## src/rtl/aldffe_pkg.sv

```systemverilog
// Shared constants and helpers for the aldffe_shreg shift register.
// Build option: define ALDFFE_SHREG_ASYNC_LOAD_EN for an asynchronous, level-sensitive aload.
package aldffe_pkg;

    // Legal parameter ranges for the shift register
    localparam int unsigned WIDTH_MIN = 1;
    localparam int unsigned WIDTH_MAX = 64;
    localparam int unsigned DEPTH_MIN = 1;
    localparam int unsigned DEPTH_MAX = 16;

    // Ceiling log2, clamped to at least one bit so a count port is never zero-width
    function automatic int unsigned clog2(input int unsigned value);
        int unsigned result;
        int unsigned v;
        result = 0;
        v      = (value > 0) ? value - 1 : 0;
        while (v > 0) begin
            result = result + 1;
            v      = v >> 1;
        end
        if (result == 0) begin
            result = 1;
        end
        return result;
    endfunction

endpackage : aldffe_pkg

```

## src/rtl/aldffe_stage.sv

```systemverilog
// One shift-register stage: data plus valid flag with enable, sync reset and load.
// Build option: ALDFFE_SHREG_ASYNC_LOAD_EN selects an asynchronous, level-sensitive load.
module aldffe_stage
    import aldffe_pkg::*;
#(
    parameter int unsigned WIDTH = 4
) (
    input  logic             clk,
    input  logic             rst,
    input  logic             i_en,
    input  logic             i_aload,
    input  logic [WIDTH-1:0] i_ad,
    input  logic [WIDTH-1:0] i_d,
    input  logic             i_d_valid,
    output logic [WIDTH-1:0] o_q,
    output logic             o_q_valid
);

    logic [WIDTH-1:0] r_data;
    logic             r_valid;

`ifdef ALDFFE_SHREG_ASYNC_LOAD_EN
    // Load captured asynchronously; held afterwards until clocked updates resume
    always_ff @(posedge clk or posedge i_aload) begin
        if (i_aload) begin
            r_data  <= i_ad;
            r_valid <= 1'b1;
        end else if (rst) begin
            r_data  <= '0;
            r_valid <= 1'b0;
        end else if (i_en) begin
            r_data  <= i_d;
            r_valid <= i_d_valid;
        end
    end

    // Transparent load path so the stage follows ad for as long as aload is high
    assign o_q       = i_aload ? i_ad : r_data;
    assign o_q_valid = i_aload | r_valid;
`else
    // Synchronous load with priority aload > rst > en
    always_ff @(posedge clk) begin
        if (i_aload) begin
            r_data  <= i_ad;
            r_valid <= 1'b1;
        end else if (rst) begin
            r_data  <= '0;
            r_valid <= 1'b0;
        end else if (i_en) begin
            r_data  <= i_d;
            r_valid <= i_d_valid;
        end
    end

    assign o_q       = r_data;
    assign o_q_valid = r_valid;
`endif

endmodule : aldffe_stage

```

## src/rtl/aldffe_shreg.sv

```systemverilog
// DEPTH-stage shift register of WIDTH-bit words with valid flags, load and a valid count.
// Build option: ALDFFE_SHREG_ASYNC_LOAD_EN makes aload asynchronous and level-sensitive.
module aldffe_shreg
    import aldffe_pkg::*;
#(
    parameter int unsigned WIDTH = 4,
    parameter int unsigned DEPTH = 4
) (
    input  logic                     clk,
    input  logic                     rst,
    input  logic                     en,
    input  logic [WIDTH-1:0]         d,
    input  logic                     d_valid,
    input  logic                     aload,
    input  logic [WIDTH-1:0]         ad,
    output logic [WIDTH-1:0]         q,
    output logic                     q_valid,
    output logic [DEPTH*WIDTH-1:0]   taps,
    output logic [clog2(DEPTH+1)-1:0] count
);

    localparam int unsigned CW = clog2(DEPTH + 1);

    logic [WIDTH-1:0] w_data  [DEPTH];
    logic [DEPTH-1:0] w_valid;
    logic [CW-1:0]    r_count;

    // Stage chain: stage 0 takes the input word, stage i takes stage i-1
    for (genvar i = 0; i < DEPTH; i++) begin : g_stage
        logic [WIDTH-1:0] w_in_d;
        logic             w_in_valid;

        if (i == 0) begin : g_head
            assign w_in_d     = d;
            assign w_in_valid = d_valid;
        end else begin : g_body
            assign w_in_d     = w_data[i-1];
            assign w_in_valid = w_valid[i-1];
        end

        aldffe_stage #(
            .WIDTH (WIDTH)
        ) u_stage (
            .clk       (clk),
            .rst       (rst),
            .i_en      (en),
            .i_aload   (aload),
            .i_ad      (ad),
            .i_d       (w_in_d),
            .i_d_valid (w_in_valid),
            .o_q       (w_data[i]),
            .o_q_valid (w_valid[i])
        );

        assign taps[i*WIDTH +: WIDTH] = w_data[i];
    end

    assign q       = w_data[DEPTH-1];
    assign q_valid = w_valid[DEPTH-1];

`ifdef ALDFFE_SHREG_ASYNC_LOAD_EN
    // Valid population count tracked incrementally: +1 for a valid word in, -1 for one dropped
    always_ff @(posedge clk or posedge aload) begin
        if (aload) begin
            r_count <= CW'(DEPTH);
        end else if (rst) begin
            r_count <= '0;
        end else if (en) begin
            r_count <= r_count + CW'(d_valid) - CW'(w_valid[DEPTH-1]);
        end
    end

    assign count = aload ? CW'(DEPTH) : r_count;
`else
    // Valid population count tracked incrementally: +1 for a valid word in, -1 for one dropped
    always_ff @(posedge clk) begin
        if (aload) begin
            r_count <= CW'(DEPTH);
        end else if (rst) begin
            r_count <= '0;
        end else if (en) begin
            r_count <= r_count + CW'(d_valid) - CW'(w_valid[DEPTH-1]);
        end
    end

    assign count = r_count;
`endif

endmodule : aldffe_shreg

```

## config.mk

```make
export PLATFORM = sky130hd
export DESIGN_NAME = aldffe_shreg
export DESIGN_NICKNAME = d
export VERILOG_FILES = /design/src/rtl/aldffe_pkg.sv /design/src/rtl/aldffe_stage.sv /design/src/rtl/aldffe_shreg.sv
export SDC_FILE = /design/constraint.sdc
export NUM_CORES = 1
export LEC_CHECK = 0
export BUFFER_PORTS_ARGS = -buffer_cell sky130_fd_sc_hd__buf_2
export CAP_MARGIN = 20
export CELL_PAD_IN_SITES_DETAIL_PLACEMENT = 1
export CELL_PAD_IN_SITES_GLOBAL_PLACEMENT = 1
export CORE_MARGIN = 10
export CORE_UTILIZATION = 38
export DETAILED_ROUTE_END_ITERATION = 8
export PLACE_DENSITY_LB_ADDON = 0.25
export REMOVE_ABC_BUFFERS = 1
export SLEW_MARGIN = 15
export SYNTH_ARGS = -nofsm -noshare
export SYNTH_HDL_FRONTEND = slang
export SYNTH_SLANG_ARGS = --single-unit
export TNS_END_PERCENT = 100
```

## constraint.sdc

```tcl
create_clock -name clk -period 2.35 [get_ports clk]
set_input_delay 0.47 -clock clk [delete_from_list [all_inputs] [get_ports clk]]
set_output_delay 0.47 -clock clk [all_outputs]
set_load 0.02 [all_outputs]
```

==> results of run 1 <==
[metal layers]
metal | share of wire (%) | GRT usage, %
met1 | 44 | 10.3
met2 | 49 | 15.1
met3 | 6.0 | 3.67
met4 | 1.1 | 3.16
met5 | 0 | 0
[power by group]
group | switching (mW) | leakage [nW] | internal [mW]
logic | 0.115 | 0.316 | 0.0716
clock network | 0.124 | 0.0177 | 0.0635
registers | 0.0204 | 0.234 | 0.475
total | 0.259 | 0.567 | 0.610
[worst reg2reg max path: stages (launching register included)]
cell	delay (ns)
dfxtp_1	0.37
inv_1	0.05
ha_1	0.27
inv_1	0.04
ha_1	0.19
fa_1	0.39
xnor2_1	0.20
nand4b_1	0.13
o311ai_1	0.10
[cell families after synthesis]
group | Yosys count | share of synthesized area, %
DFF | 23 | 58.5
adders and majority gates | 3 | 4.24
AOI/OAI and AO/OA | 21 | 16.9
buffers and inverters | 15 | 9.43
xor gates and xnor gates | 1 | 0.826
and+or+nand+nor | 7 | 4.48
muxes | 6 | 5.66
[Yosys cell counts (all sizes together)]
cell type	instances	area, um^2
o21bai	4	30.0
xnor2	1	8.76
o311ai	1	8.76
nor2	2	15.0
nor3	2	10.0
a22o	16	140
buf	10	81.3
nor3b	1	7.51
nand4b	1	8.76
edfxtp	16	480
fa	1	20.0
or3	1	6.26
dfxtp	7	140
inv	5	18.8
ha	2	25.0
mux2i	6	60.1
[through the flow]
step | power, mW | area (um^2) | hold slack, ns
2_1_floorplan | 0.611 | 980 | 0.489
3_3_place_gp | 0.684 | 1210 | 0.507
6_report | 0.869 | 1230 | 0.438
4_1_cts | 0.879 | 1230 | 0.429
3_5_place_dp | 0.695 | 1210 | 0.530
5_1_grt | 0.911 | 1230 | 0.425
[flip-flops by register name, indices dropped and copies added (netlist names)]
| name | flops |
|---|---|
| count | 3 |
| g_stage.u_stage.o_q | 16 |
| g_stage.u_stage.o_q_valid | 4 |
[layout make-up]
type | instances | area, um^2 | share of cell area (%)
Tap cell | 31 | 38.8 | 3.14
Clock buffer | 3 | 22.5 | 1.83
Timing Repair Buffer | 37 | 188 | 15.2
Sequential cell | 23 | 621 | 50.3
Multi-Input combinational cell | 38 | 340 | 27.6
Inverter | 5 | 18.8 | 1.52
Clock inverter | 1 | 5.00 | 0.406
[final timing paths]
path	start	endpoint	slack, ns	cells past startpoint
setup / recovery	count[0]	count[2]	0.54	8
hold / removal	d[1]	g_stage[0].u_stage.o_q[1]	0.44	2
hold reg to reg	count[2]	count[2]	0.54	2
setup reg to reg	count[0]	count[2]	0.54	8
==> run_results.csv, run 1 <==
group,metric,value,unit
floorplan,rows,19,
setup_path,cp.buffers_inverters,2,
global_routing,grt_start_max_net_pins,26,
setup_path,cp-end-kind,"register",
synthesis,synth-warning-count,0,
synthesis,syn-cell-area,1060,um^2
setup_path,slowest_delay,0.39,ns
clock_network,hold_buffers,0,
power,power.density,704,nW/um^2
global_routing,grt_usage,9.11,%
timing,slew_headroom,68.7,%
layout,drive_above_1_share,39.3,%
synthesis,netlist_instances,76,
layout,final_common_cell,"buf_2",
timing,fmax,552,MHz
place,port_buffers,36,
setup_path,startpoint_type,"register",
routing,drtIter0Drc,37,
synthesis,synth.avg_cell_area,14.0,um^2
place,gp_congestion,0.715,
clock_network,ctsResizeCount,0,
floorplan,floorplan.initialDensity,39.2,%
floorplan,fp.dieH,72.8,um
setup_path,worstPathMaxFanout,3,
setup_path,crit_type,"register to register",
setup_path,worstPathCellList,"inv_1, ha_1, inv_1, ha_1, fa_1, xnor2_1, nand4b_1, o311ai_1",
layout,layout_common_cells,"36 x buf_2, 16 x a22o_1, 16 x edfxtp_1",
floorplan,core,2710,um^2
clock_network,cts_made_buffers,3,
clock_network,postCtsSetupBuffers,0,
routing,dr.pass1.iters,2,
routing,post-route-drc-count,0,
floorplan,io-pin-count,37,
timing,tightest_slew,0.469,ns
layout,num_antenna_cells,0,
routing,via_count,719,
routing,antenna_left,0,
clock_network,cts_tree,"built",
floorplan,die_x,72.8,um
global_routing,grt_pass1_wl,3820,um
clock_network,clk_path_buf_depth,2,
global_routing,grt_pass1_vias,755,
run,cap_violations,0,
timing,hold_viol_final,0,
synthesis,ys_seq_area_share,58.5,%
setup_path,cp.required,2.58,ns
place,hpwl,1840,um
place,dp_cells,134,
timing,report.final.slew_viol_count,0,
synthesis,yosys_register_bits,23,
clock_network,clock_latency,0.31,ns
run_status,status,"completed",
synthesis,ys_types,19,
timing,skew,0.00552,ns
routing,wirelength,2420,um
global_routing,grt-ovfl-total,0,
power,peakVddDrop,0.359,mV
timing,min_period,1.81,ns
layout,layout.nets,124,
timing,fin_ws,0.540,ns
place,dpl_worst_slack,0.556,ns
hold_path,hold_class,"primary input to register",
setup_path,cp_top_family,"adder cells",
clock_network,path_clk_slew,0.13,ns
layout,nFillCells,302,
global_routing,antenna_found_initial,0,
layout,final_util,45.5,%
layout,areaGrowthSynthToFinish,16.3,%
setup_path,worstPathArrival,2.04,ns
routing,wire_per_inst,17.5,um
routing,via_per_inst,5.21,
timing,finalSetupViolations,0,
timing,timing.final.crit_share,77.0,%
layout,final_cells,138,
clock_network,cts_root_buffer,"clkbuf_4",
clock_network,htree_levels,1,
clock_network,cts_sinks,23,
timing,rsz0062_at_grt,"no",
setup_path,cp_slowest_cell,"fa_1",
timing,setup_tns,0,ns
power,cellLeakagePower,0.567,nW
floorplan,dieArea,5310,um^2
No activity file was read; power rests on OpenSTA's default activity.
==> run 2: changes to the inputs <==
Settings changed: ABC_AREA set to 1, CORE_UTILIZATION 38 to 32.
Clock period 2.35 ns to 1.55 ns, I/O delays scaled along.
==> run_results.csv, run 2 <==
group,metric,value,unit
synthesis,ys_seq_area_share,59.8,%
layout,final_cells,188,
timing,fmax,618,MHz
layout,num_antenna_cells,0,
timing,skew,0.000739,ns
setup_path,slowest_delay,0.35,ns
clock_network,clock_latency,0.30,ns
routing,wirelength,2470,um
clock_network,path_clk_slew,0.12,ns
setup_path,startpoint_type,"register",
clock_network,cts_root_buffer,"clkbuf_4",
routing,via_count,790,
routing,via_per_inst,4.20,
routing,post-route-drc-count,0,
layout,nFillCells,383,
global_routing,antenna_found_initial,0,
synthesis,synth_top_area_cell,"edfxtp_1",
synthesis,yosys_register_bits,23,
layout,final_util,42.9,%
synthesis,synthTopCellsByCount,"42 x nand2_1, 16 x edfxtp_1, 10 x nand2_2",
global_routing,grt_usage,8.22,%
synthesis,netlist_instances,105,
clock_network,cts_tree,"built",
synthesis,ys_types,15,
synthesis,synth_xor_area_share,0,%
synthesis,ys_top_cells_by_area,"edfxtp_1 46%, nand2_1 15%, dfxtp_1 13%, nand2_2 6.0%, buf_4 2.9%",
global_routing,grt_pass1_vias,820,
floorplan,dieArea,5920,um^2
synthesis,netlist.area_leader.share,46.3,%
synthesis,synth_flop_cell,"edfxtp_1",
layout,largest_reg_flops,16,
routing,dr.pass1.iters,4,
setup_path,crit_type,"register to register",
setup_path,cp.required,1.76,ns
setup_path,worstPathMaxFanout,2,
clock_network,cts_made_buffers,3,
floorplan,io-pin-count,37,
layout,multiInputGateArea,372,um^2
synthesis,synth_top_family_by_area,"simple AND/OR/NAND/NOR gates",
setup_path,startpoint,"count[0]",
clock_network,htree_levels,1,
timing,rsz0062_at_grt,"yes",
synthesis,synthAdderAreaFrac,4.34,%
place,dpl-instance-area,1250,um^2
layout,layout_common_cells,"37 x nand2_1, 36 x buf_2, 16 x edfxtp_1",
setup_path,crit_end,"count[2]",
power,peakVddDrop,0.427,mV
setup_path,reg2reg_from,"count[0]",
synthesis,synth.avg_cell_area,9.89,um^2
timing,min_period,1.62,ns
layout,final_area,1320,um^2
synthesis,synth-warning-count,0,
setup_path,worstPathArrival,1.83,ns
layout,seq_area,622,um^2
hold_path,hold_class,"primary input to register",
run_status,status,"complete, but fails checks",
setup_path,worstPathCellList,"inv_2, ha_4, inv_2, ha_4, fa_2, nand2_2, nand2_2, nand2_2, nand2_2, nand2_1, nand2_1",
place,dp_cells,184,
clock_network,postCtsSetupBuffers,0,
setup_path,r2r-end,"count[2]",
routing,antenna_left,0,
clock_network,hold_buffers,0,
global_routing,grt_pass1_wl,4000,um
timing,hold_viol_final,0,
synthesis,syn-cell-area,1040,um^2
setup_path,cp-end-kind,"register",
timing,fin_ws,-0.0684,ns
layout,final_common_cell,"nand2_1",
setup_path,cpMostUsedCell,"nand2_2",
place,hpwl,2000,um
clock_network,clk_path_buf_depth,2,
layout,drive_above_1_share,46.5,%
synthesis,synth_mux_area_share,0,%
clock_network,cts_sinks,23,
run,cap_violations,0,
run_status,violations,"setup timing",
setup_path,r2r_setup_slack,-0.07,ns
timing,finalSetupViolations,2,
place,port_buffers,36,
routing,drtIter0Drc,46,
global_routing,grt_start_max_net_pins,19,
floorplan,rows,20,
place,gp_congestion,0.708,
synthesis,synth_edf_count,16,
layout,areaGrowthSynthToFinish,27.2,%
floorplan,die_x,77.0,um
timing,slew_headroom,81.3,%
floorplan,core,3080,um^2
synthesis,async_flop_share,0,%
floorplan,fp.dieH,77.0,um
global_routing,grt-ovfl-total,0,
floorplan,floorplan.initialDensity,33.7,%
setup_path,cp_slowest_cell,"dfxtp_2",
timing,setup_tns,-0.0905,ns
setup_path,rr_worst_depth,11,
synthesis,synth_compound_area_share,2.41,%
routing,wire_per_inst,13.2,um
synthesis,yosysMostFrequentCell,"nand2_1",
power,cellLeakagePower,0.658,nW
synthesis,synth_simple_gate_area_share,25.2,%
timing,report.final.slew_viol_count,0,
power,power.density,1000,nW/um^2
layout,layout.nets,161,
timing,timing.final.crit_share,104,%
timing,tightest_slew,0.279,ns
run 2: changes by cell type after synthesis, sizes merged, moves of 3 or more:
cell and delta:
a21oi +3, a22o -16, buf -5, inv +4, mux2i -6, nand2 +52
nand3 +5, o21bai -4
run 2: timing repair:
action	4_1_cts	5_1_grt
gates resized for setup	8	5
gates cloned	0	0
setup endpoints to repair	2	2
pin swaps	4	3
run 2: worst max-delay path: cells and delay by family, from the launching register on:
family / cells / cell delay, ns
and+or+nand+nor: 6 / 0.35
buffers and inverters: 2 / 0.09
DFF: 1 / 0.35
adders and majority gates: 3 / 0.75
run 2: cell type report:
| type | instances | area share (%) |
|---|---|---|
| inverter | 9 | 2.75 |
| timing repair buffer | 40 | 15.9 |
| sequential | 23 | 47.1 |
| tap | 44 | 4.17 |
| multi-input combinational | 68 | 28.1 |
| clock buffer | 4 | 1.99 |
run 2: worst min path at each step:
stage / to / depth (start not counted) / from / slack, ns
after floorplan: count[2] / 2 / aload / 0.41
after global placement: g_stage[2].u_stage.o_q_valid / 2 / g_stage[1].u_stage.o_q_valid / 0.44
after detailed placement: g_stage[1].u_stage.o_q_valid / 2 / g_stage[0].u_stage.o_q_valid / 0.45
after CTS: g_stage[0].u_stage.o_q[0] / 3 / d[0] / 0.25
after global routing: g_stage[0].u_stage.o_q[0] / 3 / d[0] / 0.26
final: g_stage[0].u_stage.o_q[0] / 3 / d[0] / 0.26
run 2: kinds of logic after synthesis:
logic type                 count (synthesis)
and+or+nand+nor                           60
DFF                                       23
buffers and inverters                     14
AOI/OAI and AO/OA                          5
adders and majority gates                  3
run 2: metrics by stage:
step	total power [mW]	hold slack (ns)	setup WS, ns
after floorplan	0.930	0.405	-0.225
after global placement	1.03	0.442	-0.0887
after detailed placement	1.05	0.453	-0.168
after CTS	1.34	0.252	-0.0960
after global routing	1.40	0.260	-0.187
final	1.32	0.258	-0.0684
run 2: where the power goes:
part / internal [mW] / switching (mW)
clock: 0.100 / 0.175
combinational: 0.105 / 0.189
sequential: 0.720 / 0.0327
total: 0.925 / 0.397
run 2: layer usage:
layer	track usage, %	wire [um]	vias up
met5	0	0	-
met4	2.23	11	0
met3	2.68	151	2
met2	14.4	1300	22
met1	9.26	1010	357
li1	-	-	409
